File: src/rtl/mux_scan_n.sv
// Registered N-channel, W-bit multiplexer. In manual mode an external select picks the channel;
// in scan mode the block steps through the channels itself, staying DWELL cycles on each.
module mux_scan_n #(
  parameter int N     = 4,
  parameter int W     = 1,
  parameter int SW    = 2,
  parameter int DWELL = 8
) (
  input  logic            clk,
  input  logic            rst,
  input  logic            en,
  input  logic            mode,
  input  logic [SW-1:0]   S,
  input  logic [N*W-1:0]  D,
  output logic [W-1:0]    Q,
  output logic [SW-1:0]   ch,
  output logic            sel_err,
  output logic            ch_valid
);

  localparam int CW              = (DWELL > 1) ? $clog2(DWELL) : 1;
  localparam int NCH             = 1 << SW;
  localparam logic [SW-1:0] LAST_CH  = SW'(N - 1);
  localparam logic [CW-1:0] LAST_CNT = CW'(DWELL - 1);

  // The table covers every select code, so indexing by any SW-bit value stays in range;
  // codes at or above N read as zero but are never latched into Q.
  logic [W-1:0] chan [NCH];

  generate
    for (genvar gi = 0; gi < NCH; gi++) begin : g_chan
      if (gi < N) begin : g_live
        assign chan[gi] = D[gi*W +: W];
      end else begin : g_pad
        assign chan[gi] = '0;
      end
    end
  endgenerate

  logic [W-1:0]  q_reg;
  logic [SW-1:0] ch_reg;
  logic          err_reg;
  logic          chv_reg;
  logic [CW-1:0] cnt_reg;
  logic [SW-1:0] ch_next;
  logic          s_ok;

  assign s_ok    = (32'(S) < 32'(N));
  assign ch_next = (ch_reg == LAST_CH) ? '0 : ch_reg + SW'(1);

  always_ff @(posedge clk) begin
    if (rst) begin
      q_reg   <= '0;
      ch_reg  <= '0;
      err_reg <= 1'b0;
      chv_reg <= 1'b0;
      cnt_reg <= '0;
    end else if (!en) begin
      chv_reg <= 1'b0;
    end else if (!mode) begin
      // Manual: the counter is kept at zero so a later switch to scan gets a full dwell.
      cnt_reg <= '0;
      if (s_ok) begin
        q_reg   <= chan[S];
        ch_reg  <= S;
        err_reg <= 1'b0;
        chv_reg <= (S != ch_reg);
      end else begin
        err_reg <= 1'b1;
        chv_reg <= 1'b0;
      end
    end else begin
      err_reg <= 1'b0;
      if (cnt_reg == LAST_CNT) begin
        cnt_reg <= '0;
        ch_reg  <= ch_next;
        q_reg   <= chan[ch_next];
        chv_reg <= 1'b1;
      end else begin
        cnt_reg <= cnt_reg + CW'(1);
        q_reg   <= chan[ch_reg];
        chv_reg <= 1'b0;
      end
    end
  end

  assign Q        = q_reg;
  assign ch       = ch_reg;
  assign sel_err  = err_reg;
  assign ch_valid = chv_reg;

endmodule

File: config.mk
export PLATFORM = sky130hd
export DESIGN_NAME = mux_scan_n
export DESIGN_NICKNAME = d
export VERILOG_FILES = /design/src/rtl/mux_scan_n.sv
export SDC_FILE = /design/constraint.sdc
export NUM_CORES = 1
export LEC_CHECK = 0
export CELL_PAD_IN_SITES_DETAIL_PLACEMENT = 0
export CELL_PAD_IN_SITES_GLOBAL_PLACEMENT = 2
export CORE_MARGIN = 2
export CORE_UTILIZATION = 23
export DETAILED_ROUTE_END_ITERATION = 10
export PLACE_DENSITY = 0.83
export SYNTH_ARGS = -nofsm -noshare
export SYNTH_HDL_FRONTEND = slang
export SYNTH_SLANG_ARGS = --single-unit
File: constraint.sdc
create_clock -name clk -period 1.5 [get_ports clk]
set_input_delay 0.375 -clock clk [delete_from_list [all_inputs] [get_ports clk]]
set_output_delay 0.375 -clock clk [all_outputs]
set_load 0.01 [all_outputs]
# Word-level counts from Yosys, hierarchy flattened
# Cells that the tools add are included.
dict set report op_classes {
  addsub 2
  order_cmp 3
  eq_ne 4
  n_mux 18
  bitwise 4
  n_reduce_logical 2
}
# op count
set ops {}
lappend ops {{$mux W1} 10}
lappend ops {{$ge A3 B3 Y1 const B} 3}
lappend ops {{$not A2 Y3} 3}
lappend ops {{$bmux W1 S2} 3}
lappend ops {{$mux W2} 3}
lappend ops {{$mux W3} 2}
lappend ops {{$add A3 B1 Y3 const B} 1}
lappend ops {{$eq A3 B3 Y1 const B} 1}
lappend ops {{$add A2 B1 Y2 const B} 1}
lappend ops {{$eq A2 B2 Y1 const B} 1}
lappend ops {{$ne A2 B1 Y1 const B} 1}
lappend ops {{$ne A2 B2 Y1} 1}
lappend ops {{$reduce_and A2 Y1} 1}
lappend ops {{$reduce_or A2 Y1} 1}
lappend ops {{$not A1 Y1} 1}
dict set report totals {
  regBits 7
  inputBits 10
  out_inout_bits 5
  elab_cells 37
}

# Longest topological paths before layout
dict set report depth {
  word_depth 8
  mapped_depth 6
  depth_no_buf 6
}

# Least setup slack after synthesis
# Ideal clock, no wire load.
dict set report synth_timing {
  kind {reg2reg}
  start {reg ch_reg[0], in the netlist ch[0]}
  end {reg q_reg, in the netlist Q}
  arrival_ps 1402
  path_slack_ps -43
  stages_incl_launch_ff 6
  path_buffers 0
  path_cell_list {dfxtp_1 -> ha_1 -> nor2_2 -> mux4_2 -> nand3_2 -> a311oi_2}
}
dict set report synth_via {
  elab_chain_cells 8
  elab_cells_between_ends 13
  cone_classes {add/sub: 1; eq/ne: 1; mux: 9; bitwise: 2}
}
# element line
set synth_lines {}
lappend synth_lines {{start, declared} 41} ;# logic [SW-1:0] ch_reg;
lappend synth_lines {{start signal, assigned} 76} ;# ch_reg <= ch_next;
lappend synth_lines {{$add A2 B1 Y2 or $eq A2 B2 Y1 (tied branches)} 49} ;# assign ch_next = (ch_reg == LAST_CH) ? '0 : ch_reg + SW'(1);
lappend synth_lines {{$mux W2} 49}
lappend synth_lines {{$not A2 Y3 (not written as such)} 77} ;# q_reg <= chan[ch_next];
lappend synth_lines {{$bmux W1 S2} 77}
lappend synth_lines {{$mux W1 (not written as such) (2 in series)} 77}
lappend synth_lines {{$mux W1 (*)} 74} ;# if (cnt_reg == LAST_CNT) begin
lappend synth_lines {{$mux W1 (*)} 60} ;# end else if (!mode) begin
lappend synth_lines {{end signal, assigned} 64} ;# q_reg <= chan[S];
lappend synth_lines {{end signal, assigned} 77}
lappend synth_lines {{end signal, assigned} 81} ;# q_reg <= chan[ch_reg];
lappend synth_lines {{end, declared} 40} ;# logic [W-1:0] q_reg;
# Mark *: on every way between the ends. The rest lies on a longest branch, timed or not. The select of a mux whose other input is x is not followed.
# A chain may end at the register's enable or synchronous reset.

# Final worst setup path
# Same ends and word-level chain as after synthesis.

==> out/qor.txt <==
worst clock skew = 0.00480 ns
Residual DRC = 0
EDFF count, synth = 0
max reg flops = 3
core area = 1920 um^2
DRT antenna net count = 0
setup TNS = 0 ns
R2R Setup Slk = 0.07 ns
worst flop-to-flop path endpoint = Q
htree depth = 1
Worst-path clk slew = 0.05 ns
Hold Crit Class = reg2reg
row count = 16
Yosys cell types = 23
vias in the first global route = 378
Cell Chain, Critical Path = ha_2, nor2_4, mux4_2, nand3_2, a311oi_2
post-route insts no fill = 94
CTS buffer count = 3
met3 usage in global routing = 0.0521
Final Cell Area = 703 um^2
CP Data Required Time = 1.63 ns
Synth async-reset ratio = 0
initial antenna violation count = 0
post-layout minimum cycle time = 1.43 ns
slack of the critical path = 0.0722 ns
share of the synthesized area in the top cell type = 0.304
top cells by area, synth = dfxtp_1 (30%), mux4_2 (15%), ha_1 (8.1%)
yosys warns = 0
crit end category = register
total grt overflow = 0
Slew Viols, Final = 0
Most Crowded Layer GR = met2
CP max stage cell = mux4_2
placed inst area = 657 um^2
largest net degree at the start of global routing = 8
unrepaired setup endpoints after global routing = false
Final Cycle Share = 0.952
Logic pwr share = 0.267
status = finished clean
register bit total from synthesis = 7
Crit Path Category = reg2reg
routability cong. = 0.737
CTS tree = done
crit path to = Q
Mapped Area = 462 um^2
Post-Syn Instances = 45
power share of the clock group = 0.337
number of buffers added on ports = 13
worst r2r src = ch[0]
Leak = 0.332 nW
first-pass GRT wire length = 1.59 mm
Most used DFF post-synth = dfxtp_1
nets = 81
CP peak stage delay = 0.51 ns
DRT Pass-1 Iters = 2
syn_nets = 58
switching power share of the total = 0.259
share of layout cells above drive strength 1 = 0.328
startpoint types = register
DRT iter0 DRCs = 3
Post-Place Cells = 89
R2R depth = 5
Final Hold Viols = 0
Net Switching = 0.132 mW
Routed WL per cell = 9.86 um
total power = 0.509 mW
Fmax achieved = 700 MHz
Commonest cells post-synth = dfxtp_1 (7), nor2_1 (5)
die height = 48.8 um
Routed WL = 927 um
max_cap viols = 0
Ports = 15
Synth area leader = dfxtp_1
Final setup viols = 0
Worst Path Arrival = 1.56 ns
ant diodes = 0
Via density = 4.23
routed via count = 398
Internal = 0.377 mW
Mapped Avg Cell Area = 10.3 um^2
root buf cell = clkbuf_4
VDD IR-drop max = 0.409 mV
P&R area growth vs syn = 52.3%
Initial Utilization = 0.240
clk sink count = 7
met1 usage = 0.102
HPWL Detailed = 768 um
pwr dens = 724 nW/um^2
Max FO, Critical Path = 3
Die X = 48.8 um
met2 usage = 0.137
final core occ = 0.366
worst hold slack = 0.476 ns
Die ar. = 2380 um^2
Placement Setup Slack = -0.325 ns
worst skew pair latency = 0.25 ns
sequential power share = 0.396
GRT Util Overall = 0.0846
Hold Buf Count CTS = 0
clk buf depth = 2
top-count cell post-synth = dfxtp_1
sequential fraction of the synthesis area = 0.304
CP Launch Point = ch[0]
-- power groups by stage --
stage	sequential [mW]	combinational, mW	clock (mW)
after floorplan	0.212	0.0674	0
after global placement	0.206	0.137	0
after detailed placement	0.206	0.137	0
after CTS	0.202	0.131	0.178
after global routing	0.203	0.148	0.190
final	0.202	0.136	0.172
-- worst min-delay path by stage --
stage	start	to	slack, ns	cells past startpoint
6_report	cnt_reg[1]	cnt_reg[1]	0.48	2
5_1_grt	cnt_reg[1]	cnt_reg[1]	0.50	2
4_1_cts	cnt_reg[1]	cnt_reg[1]	0.48	2
3_5_place_dp	cnt_reg[1]	cnt_reg[1]	0.47	2
3_3_place_gp	cnt_reg[2]	cnt_reg[2]	0.46	2
2_1_floorplan	rst	ch[0]	0.44	1
-- kinds of logic after synthesis --
kind of cell,after synthesis,synth area share
adders and majority gates,3,0.0813
buffers and inverters,4,0.0569
muxes,6,0.211
AOI/OAI and AO/OA,6,0.106
and+or+nand+nor,16,0.195
other,1,0.00812
DFF,7,0.304
xor gates and xnor gates,2,0.0379
-- critical path, delay by kind of cell, from the launching register on --
kind	cells	cell delay [ns]
and+or+nand+nor	2	0.20
muxes	1	0.51
DFF	1	0.33
AOI/OAI and AO/OA	1	0.08
adders and majority gates	1	0.19
-- area by class of cell --
| cell class | instances | area (um^2) |
|---|---|---|
| fillers | 214 | 1220 |
| well taps | 27 | 33.8 |
| flip-flops and latches | 7 | 141 |
| repair buffers | 21 | 186 |
| inverters | 1 | 3.75 |
| multi-input cells | 34 | 312 |
| clock buffers | 4 | 26.3 |
-- placed cells by master (no fill, tap or decap), types with 2 or more instances in the layout --
| cell | n |
|---|---|
| nor2_1 | 5 |
| nand3_1 | 2 |
| ha_1 | 2 |
| a211oi_1 | 2 |
| nand2b_1 | 2 |
| dlymetal6s2s_1 | 2 |
| dfxtp_1 | 6 |
| mux4_2 | 3 |
| clkdlybuf4s50_1 | 4 |
| clkbuf_4 | 3 |
| mux2i_1 | 3 |
| a21oi_1 | 2 |
| xor2_1 | 2 |
| dlygate4sd2_1 | 7 |
| buf_4 | 8 |
-- routing by layer --
layer	wire, um	part of all wire
met1	417	0.45
met2	426	0.46
met3	83	0.090
met4	0	0
met5	0	0
-- repair_timing --
action | 4_1_cts | 5_1_grt
resized for setup | 7 | 6
pin swaps | 0 | 2
setup buffers | 0 | 1
cloned | 0 | 0
endpoints found under the setup margin | 3 | 5
No activity file was read; power rests on OpenSTA's default activity.
==> edit (same settings) <==
Put one more register stage on the output `Q`, without a reset. The value now appears one clock later. The other outputs are not delayed to match.
--- a/src/rtl/mux_scan_n.sv
+++ b/src/rtl/mux_scan_n.sv
@@ -86,3 +86,5 @@
 
-  assign Q        = q_reg;
+  always_ff @(posedge clk) begin
+    Q <= q_reg;
+  end
   assign ch       = ch_reg;
Formal check against the unedited RTL: not equivalent (Yosys sat finds a counterexample within 4 cycles, from zero or initial values and one cycle with rst high).
==> edit against the unedited design <==
  * Count of clock-buffer cells in the layout is 1 lower
  * Synthesized area grew 4.3%
  * Total power increased by 5.4%
  * Worst setup slack got worse by 0.041 ns
  * Via count decreased by 0.75%
  * Routed wire length rose by 4.1%
  * Final area increased by 3.7%
  * Sequential cell count increased by 1
  * Critical path type is now reg2out
  * Largest cell class unchanged
==> edit: results (changes against the unedited design) <==
HPWL Detailed 773 µm (+0.64%); GR Util All Layers 0.0929 (+0.00824); Worst Setup SP Q; Avg Inst Size Synth 10.5 µm² (+2.1%); Net Sw Frac 0.257 (-0.00242); Crit Path Max Fanout 1 (-2); outcome finished, final reports clean; routed wire length per instance 10.3 µm (+4.1%); top_reg_cell synth dfxtp_1; flop2flop setup slack 0.05 ns (-0.02 ns); M3 GR Usage 0.0485 (-0.00366); 1st-iter DRT viols 2 (-1); Metal-1 WL 389 µm (-6.7%); Post-Place Worst Slack -0.297 ns (+0.0283 ns); Hold WS 0.352 ns (-0.124 ns); worst r2r dst q_reg; Internal 0.399 mW (+5.8%); setup ws final 0.0317 ns (-0.0405 ns); met2 wire length 512 µm (+20%); Lkg Pwr 0.351 nW (+5.7%); skew final 0.000208 ns (-0.00459 ns); Crit path max-delay family buffers and inverters; CP endpoint Q; Largest stage delay, worst path 0.53 ns (+0.02 ns); met3 WL 62 µm (-25%); Worst Hold Depth 0 (-2); slowest library cell on the worst path clkdlybuf4s50_1; post-synth cell types 23 (unchanged); commonest cells in the netlist dfxtp_1 (8), nor2_1 (5); Area after DPL 669 µm² (+1.9%); Net Count, Synth 59 (+1.7%); routability cong. 0.674 (-8.6%); drt total wl 965 µm (+4.1%); ranking of synthesized cells by area dfxtp_1 (33%), mux4_2 (14%), ha_1 (7.8%), mux2i_1 (6.2%), nand2b_1 (3.9%); min-delay src q_reg; CTS Buffer Depth 2 (unchanged); arrival time at the worst endpoint 1.09 ns (-0.47 ns); number of global-route vias before repair 398 (+5.3%); total number of vias 395 (-0.75%); Worst Hold Path EP Q; layout cells sized above 1 0.343 (+0.0149); first-pass GRT wire length 1.69 mm (+6.5%); 1st-pass router iterations 4 (+2); Layout Nets 82 (+1.2%); met1 Use GR 0.0899 (-0.0120); Seq. pwr 0.230 mW (+14%); Global Route met2 Usage 0.169 (+0.0319); maximum vdd drop 0.318 mV (-22%); # hold bufs at CTS 0 (unchanged); sequential element share of the synthesized area 0.332 (+0.0289)
## edit: repair_timing
item | 4_1_cts | 5_1_grt
buffers inserted | 2 | 0
pin swaps | 2 | 1
gates resized for setup | 3 | 9
gates cloned | 0 | 0
setup endpoints to repair | 3 | 5
## edit: kinds of logic (layout without fill, tap and decap cells)
family	Yosys count	in the layout	synth area share
buffers and inverters	4	25	0.0545
other	1	1	0.00778
and+or+nand+nor	16	16	0.187
muxes	6	6	0.203
adders and majority gates	3	3	0.0779
xor gates and xnor gates	2	2	0.0364
DFF	8	8	0.332
AOI/OAI and AO/OA	6	6	0.101
## edit: area by class of cell
class | instances | area [µm²]
Multi-Input combinational cell | 34 | 309
Clock buffer | 3 | 22.5
Fill cell | 230 | 1230
Tap cell | 27 | 33.8
Sequential cell | 8 | 161
Inverter | 1 | 3.75
Timing Repair Buffer | 21 | 199
